**config.mk**
```make
export PLATFORM = sky130hd
export DESIGN_NAME = math_io_ctrl
export DESIGN_NICKNAME = d
export VERILOG_FILES = /design/src/rtl/math_io_ctrl.sv
export SDC_FILE = /design/constraint.sdc
export NUM_CORES = 1
export LEC_CHECK = 0
export CORE_MARGIN = 3
export CORE_UTILIZATION = 45
export DETAILED_ROUTE_END_ITERATION = 8
export HOLD_SLACK_MARGIN = 0.1
export PLACE_DENSITY = 0.72
export SYNTH_ARGS = -nofsm -noshare
export SYNTH_HDL_FRONTEND = slang
export SYNTH_SLANG_ARGS = --single-unit
```
**constraint.sdc**
```tcl
create_clock -name clk -period 6.3 [get_ports clk]
set_clock_uncertainty 0.1 [all_clocks]
set_input_delay 1.26 -clock clk [delete_from_list [all_inputs] [get_ports clk]]
set_output_delay 1.26 -clock clk [all_outputs]
set_load 0.05 [all_outputs]
```
**src/rtl/math_io_ctrl.sv**
```systemverilog
// Operand-FIFO driver and result collector for the partially reconfigurable math module.
// Define MATH_IO_STAT_EN to capture statistic[15:0] alongside each result on res_stat.
module math_io_ctrl #(
  parameter int unsigned DEPTH      = 4,
  parameter int unsigned RM_LATENCY = 1,
  parameter logic [15:0] SIG        = 16'hC001
) (
  input  logic        clk,
  input  logic        rst,
  input  logic        op_valid,
  output logic        op_ready,
  input  logic [31:0] op_a,
  input  logic [31:0] op_b,
  output logic [31:0] ain,
  output logic [31:0] bin,
  input  logic [31:0] result,
  input  logic [31:0] statistic,
  output logic        res_valid,
  input  logic        res_ready,
  output logic [31:0] res_data,
  output logic [15:0] res_stat,
  output logic        rm_present,
  output logic        busy
);

  localparam int unsigned AW = $clog2(DEPTH);
  localparam int unsigned CW = $clog2(RM_LATENCY + 1);
  localparam logic [CW-1:0] CntLoad = CW'(RM_LATENCY);

  typedef enum logic [1:0] {
    StIdle,
    StWait,
    StStall,
    StHold
  } state_e;

  state_e        state_q;
  logic [CW-1:0] cnt_q;
  logic [31:0]   ain_q, bin_q;
  logic [31:0]   res_data_q;
  logic          res_valid_q;
  logic          rm_present_q;

  logic [AW:0]   wr_ptr_q, rd_ptr_q;
  logic [31:0]   mem_a [DEPTH];
  logic [31:0]   mem_b [DEPTH];

  logic          empty, full, push, pop, capture;

  // Extra pointer bit distinguishes full from empty when the indices match.
  assign empty = (wr_ptr_q == rd_ptr_q);
  assign full  = (wr_ptr_q[AW] != rd_ptr_q[AW]) &&
                 (wr_ptr_q[AW-1:0] == rd_ptr_q[AW-1:0]);

  assign push    = op_valid && !full;
  assign pop     = (state_q == StIdle) && !empty && rm_present_q;
  assign capture = (state_q == StWait) && rm_present_q && (cnt_q == '0);

  assign op_ready   = !full;
  assign ain        = ain_q;
  assign bin        = bin_q;
  assign res_valid  = res_valid_q;
  assign res_data   = res_data_q;
  assign rm_present = rm_present_q;
  assign busy       = (state_q != StIdle) || !empty;

  always_ff @(posedge clk or posedge rst) begin
    if (rst) begin
      rm_present_q <= 1'b0;
    end else begin
      rm_present_q <= (statistic[31:16] == SIG);
    end
  end

  // Storage needs no reset: the pointers alone define which entries are live.
  always_ff @(posedge clk) begin
    if (push) begin
      mem_a[wr_ptr_q[AW-1:0]] <= op_a;
      mem_b[wr_ptr_q[AW-1:0]] <= op_b;
    end
  end

  always_ff @(posedge clk or posedge rst) begin
    if (rst) begin
      wr_ptr_q <= '0;
      rd_ptr_q <= '0;
    end else begin
      if (push) wr_ptr_q <= wr_ptr_q + 1'b1;
      if (pop)  rd_ptr_q <= rd_ptr_q + 1'b1;
    end
  end

  always_ff @(posedge clk or posedge rst) begin
    if (rst) begin
      state_q     <= StIdle;
      cnt_q       <= '0;
      ain_q       <= '0;
      bin_q       <= '0;
      res_data_q  <= '0;
      res_valid_q <= 1'b0;
    end else begin
      unique case (state_q)
        StIdle: begin
          if (pop) begin
            ain_q   <= mem_a[rd_ptr_q[AW-1:0]];
            bin_q   <= mem_b[rd_ptr_q[AW-1:0]];
            cnt_q   <= CntLoad;
            state_q <= StWait;
          end
        end
        StWait: begin
          // Losing the signature keeps ain/bin so the new module recomputes the same pair.
          if (!rm_present_q) begin
            state_q <= StStall;
          end else if (cnt_q != '0) begin
            cnt_q <= cnt_q - 1'b1;
          end else begin
            res_data_q  <= result;
            res_valid_q <= 1'b1;
            state_q     <= StHold;
          end
        end
        StStall: begin
          if (rm_present_q) begin
            cnt_q   <= CntLoad;
            state_q <= StWait;
          end
        end
        StHold: begin
          if (res_ready) begin
            res_valid_q <= 1'b0;
            state_q     <= StIdle;
          end
        end
        default: state_q <= StIdle;
      endcase
    end
  end

`ifdef MATH_IO_STAT_EN
  logic [15:0] res_stat_q;

  always_ff @(posedge clk or posedge rst) begin
    if (rst) begin
      res_stat_q <= '0;
    end else if (capture) begin
      res_stat_q <= statistic[15:0];
    end
  end

  assign res_stat = res_stat_q;
`else
  logic unused_stat;

  assign unused_stat = ^{statistic[15:0], capture};
  assign res_stat    = '0;
`endif

endmodule
```
==> summary.md <==
| Metric | Value |
|---|---|
| Setup violations, final | 0 |
| Setup crit start | rd_ptr_q[0]$_DFFE_PP0P_ |
| YS warnings | 0 |
| Hold path cells | 1 |
| DRT Wirelength | 25.7 mm |
| DR pass1 iterations | 4 |
| RSZ-0062 raised after global routing | no |
| First-pass GRT wire length | 40.4 mm |
| TritonCTS clock tree | yes |
| Worst Min Path Start | ain[14]$_DFFE_PP0P_ |
| DIE WIDTH | 179 microns |
| R2r setup slk | 3.04 ns |
| Synthesized area | 0.0135 sq mm |
| IO Count | 248 |
| Design area | 0.0173 sq mm |
| Peak supply drop | 236 uV |
| Slew HR | 29.4% |
| Cell count after synthesis | 614 |
| Post-synth EDFFs | 256 |
| Period utilization | 70.2% |
| Hold EP | ain[14]$_DFFE_PP0P_ |
| GRT overflow | 0 |
| Post-synth top area cell | edfxtp_1 |
| Site Rows | 62 |
| CP Data Required Time | 4.94 ns |
| H-Tree Depth | 2 |
| Iter 0 DRT Violations | 436 |
| Status | finished clean |
| Setup TNS Final | 0 ns |
| Initial antenna violation count | 2 |
| Crit path time final | 4.43 ns |
| Most frequent cells in the layout | edfxtp_1 (256), clkdlybuf4s50_1 (215), dfrtp_1 (105), mux4_2 (64), mux2_2 (58) |
| Syn avg cell area | 22.0 sq um |
| Worst-case reg-to-reg path depth | 3 |
| Crit start category | flip-flop |
| Clock-pin slew on the worst setup and hold paths | 0.06 ns |
| Worst reg2reg path endpoint | mem_a[0][7]$_DFFE_PP_ |
| Diode count | 0 |
| Die area | 0.0322 sq mm |
| Worst-Margin Slew | 1.06 ns |
| Pleak | 6.42 nW |
| CP Data Arrival Time | 3.07 ns |
| Final Hold Viols | 0 |
| Pwr/cell area | 330 mW/mm^2 |
| Avg Vias per Cell | 5.15 |
| Post-route DRC violation count | 0 |
| Main synth FF type | edfxtp_1 |
| Max FO, Critical Path | 33 |
| Achievable Freq | 226 MHz |
| Placement Cell Area | 0.0161 sq mm |
| Synth cell types | 33 |
| Fillers | 2109 |
| Vias | 6527 |
| Share of flip-flops with an asynchronous set or reset | 29.5% |
| Synth top area cells | edfxtp_1 (57%), dfrtp_1 (20%), mux4_2 (11%) |
| Number of global-route vias before repair | 6924 |
| RR Startpoint | rd_ptr_q[0]$_DFFE_PP0P_ |
| Post-CTS Setup Inserts | 0 |
| Starting Density | 46.4% |
| Post-CTS sizing | 0 |
| DP HPWL | 15.2 mm |
| Clock buffer depth | 3 |
| Max cap viols | 0 |
| Worst skew pair latency | 0.50 ns |
| Final-report max-slew violation count | 0 |
| Area growth from synthesis to layout | 27.9% |
| Top cell type's share of synthesized area | 56.8% |
| Num CTS Buffers | 39 |
| I/O Buffers | 215 |
| GRT Total Usage | 15.9% |
| Core area | 0.0292 sq mm |
| Crit. End Element | output pin |
| RePlAce Congestion | 0.728 |
| Share of layout cells above drive strength 1 | 22.4% |
| FF+latch count, synth | 363 |
| Largest net degree at the start of global routing | 67 |
| Crit Path Category | reg -> out |
| Commonest non-fill, non-tap cell in the layout | edfxtp_1 |
| Register area share after synthesis | 76.6% |
| # clock sinks | 363 |
| Root buf cell | clkbuf_16 |
| Drt wl/cell | 20.3 microns |
| Final ANT Viol Nets | 0 |
| CTS Hold Buffers Added | 0 |
| DIE HEIGHT | 179 microns |
| Nets | 990 |
| Worst hold path type | reg -> reg |
-- cells by family after synthesis --
kind of cell    share of synthesized area, %
simple gates                            1.04
mux                                     18.8
flops                                   76.6
compound gates                         0.499
xor+xnor                               0.518
buf+inv                                 2.08
fa+ha+maj                              0.462
other cells                           0.0277
-- power by group --
part	total, W	internal, W	switching [W]
Combinational	0.000549	0.000192	0.000357
Sequential	0.00302	0.00295	0.0000690
Clock	0.00215	0.00129	0.000859
Total	0.00572	0.00443	0.00129
-- sequential cells by signal (all words and copies together), names as in the netlist --
name and count:
res_valid 1, rd_ptr_q 3, cnt_q 1, ain 32
mem_a 128, rm_present 1, res_data 32, mem_b 128
state_q 2, bin 32, wr_ptr_q 3
-- how the worst max path moves through the flow --
stage	cells after the start	slack, ns	to
after floorplan	2	1.07	mem_a[3][0]$_DFFE_PP_
after global placement	4	2.39	busy
after detailed placement	4	2.37	busy
after CTS	4	1.82	busy
after global routing	4	1.66	busy
final	4	1.87	busy
-- synthesized netlist by cell type (2+ instances only) --
cell type  instances
clkbuf_1           7
edfxtp_1         256
mux2_1            40
mux4_2            64
ha_1               5
inv_1              5
xor2_1             4
nand3_1            2
nand2b_1           3
buf_6              4
dfrtp_1          107
xnor2_1            4
nor4b_1            3
buf_2             12
mux2_2            58
nand2_1            3
buf_4             17
and2_1             3
a31oi_1            3
-- routing by layer --
layer	up-vias	global-route usage [%]	wire length, microns	share of wire, %
met5	-	0	34	0.13
met4	4	4.18	581	2.3
met3	42	3.66	1430	5.6
met2	178	27.0	13200	51
met1	3396	21.0	10400	41
li1	2907	-	-	-
-- per-stage QoR --
| stage | total power (W) | std cells | hold WS [ns] | utilization, % | worst slack (ns) |
|---|---|---|---|---|---|
| detailed placement | 0.00363 | 1196 | 0.374 | 55.1 | 2.37 |
| CTS | 0.00581 | 1267 | 0.387 | 59.4 | 1.82 |
| floorplan | 0.00339 | 629 | 0.398 | - | 1.07 |
| finish | 0.00572 | 1267 | 0.384 | 59.4 | 1.87 |
| global placement | 0.00361 | 1196 | 0.364 | 55.1 | 2.39 |
| global route | 0.00596 | 1267 | 0.396 | 59.4 | 1.66 |
-- final cells by class --
| class | instances | area [sq um] | area share [%] |
|---|---|---|---|
| Sequential cell | 363 | 10400 | 59.9 |
| Inverter | 5 | 21.3 | 0.123 |
| Tap cell | 384 | 480 | 2.77 |
| Timing Repair Buffer | 224 | 2220 | 12.8 |
| Clock inverter | 20 | 148 | 0.853 |
| Multi-Input combinational cell | 220 | 2990 | 17.3 |
| Clock buffer | 51 | 1080 | 6.26 |
-- critical path, cell delays in order, from the launching register on --
cell and delay [ns]:
dfrtp_4 0.74, xnor2_1 0.68, and4b_1 0.35, nand2b_1 0.07, clkdlybuf4s50_1 0.71
No activity file was read; power rests on OpenSTA's default activity.
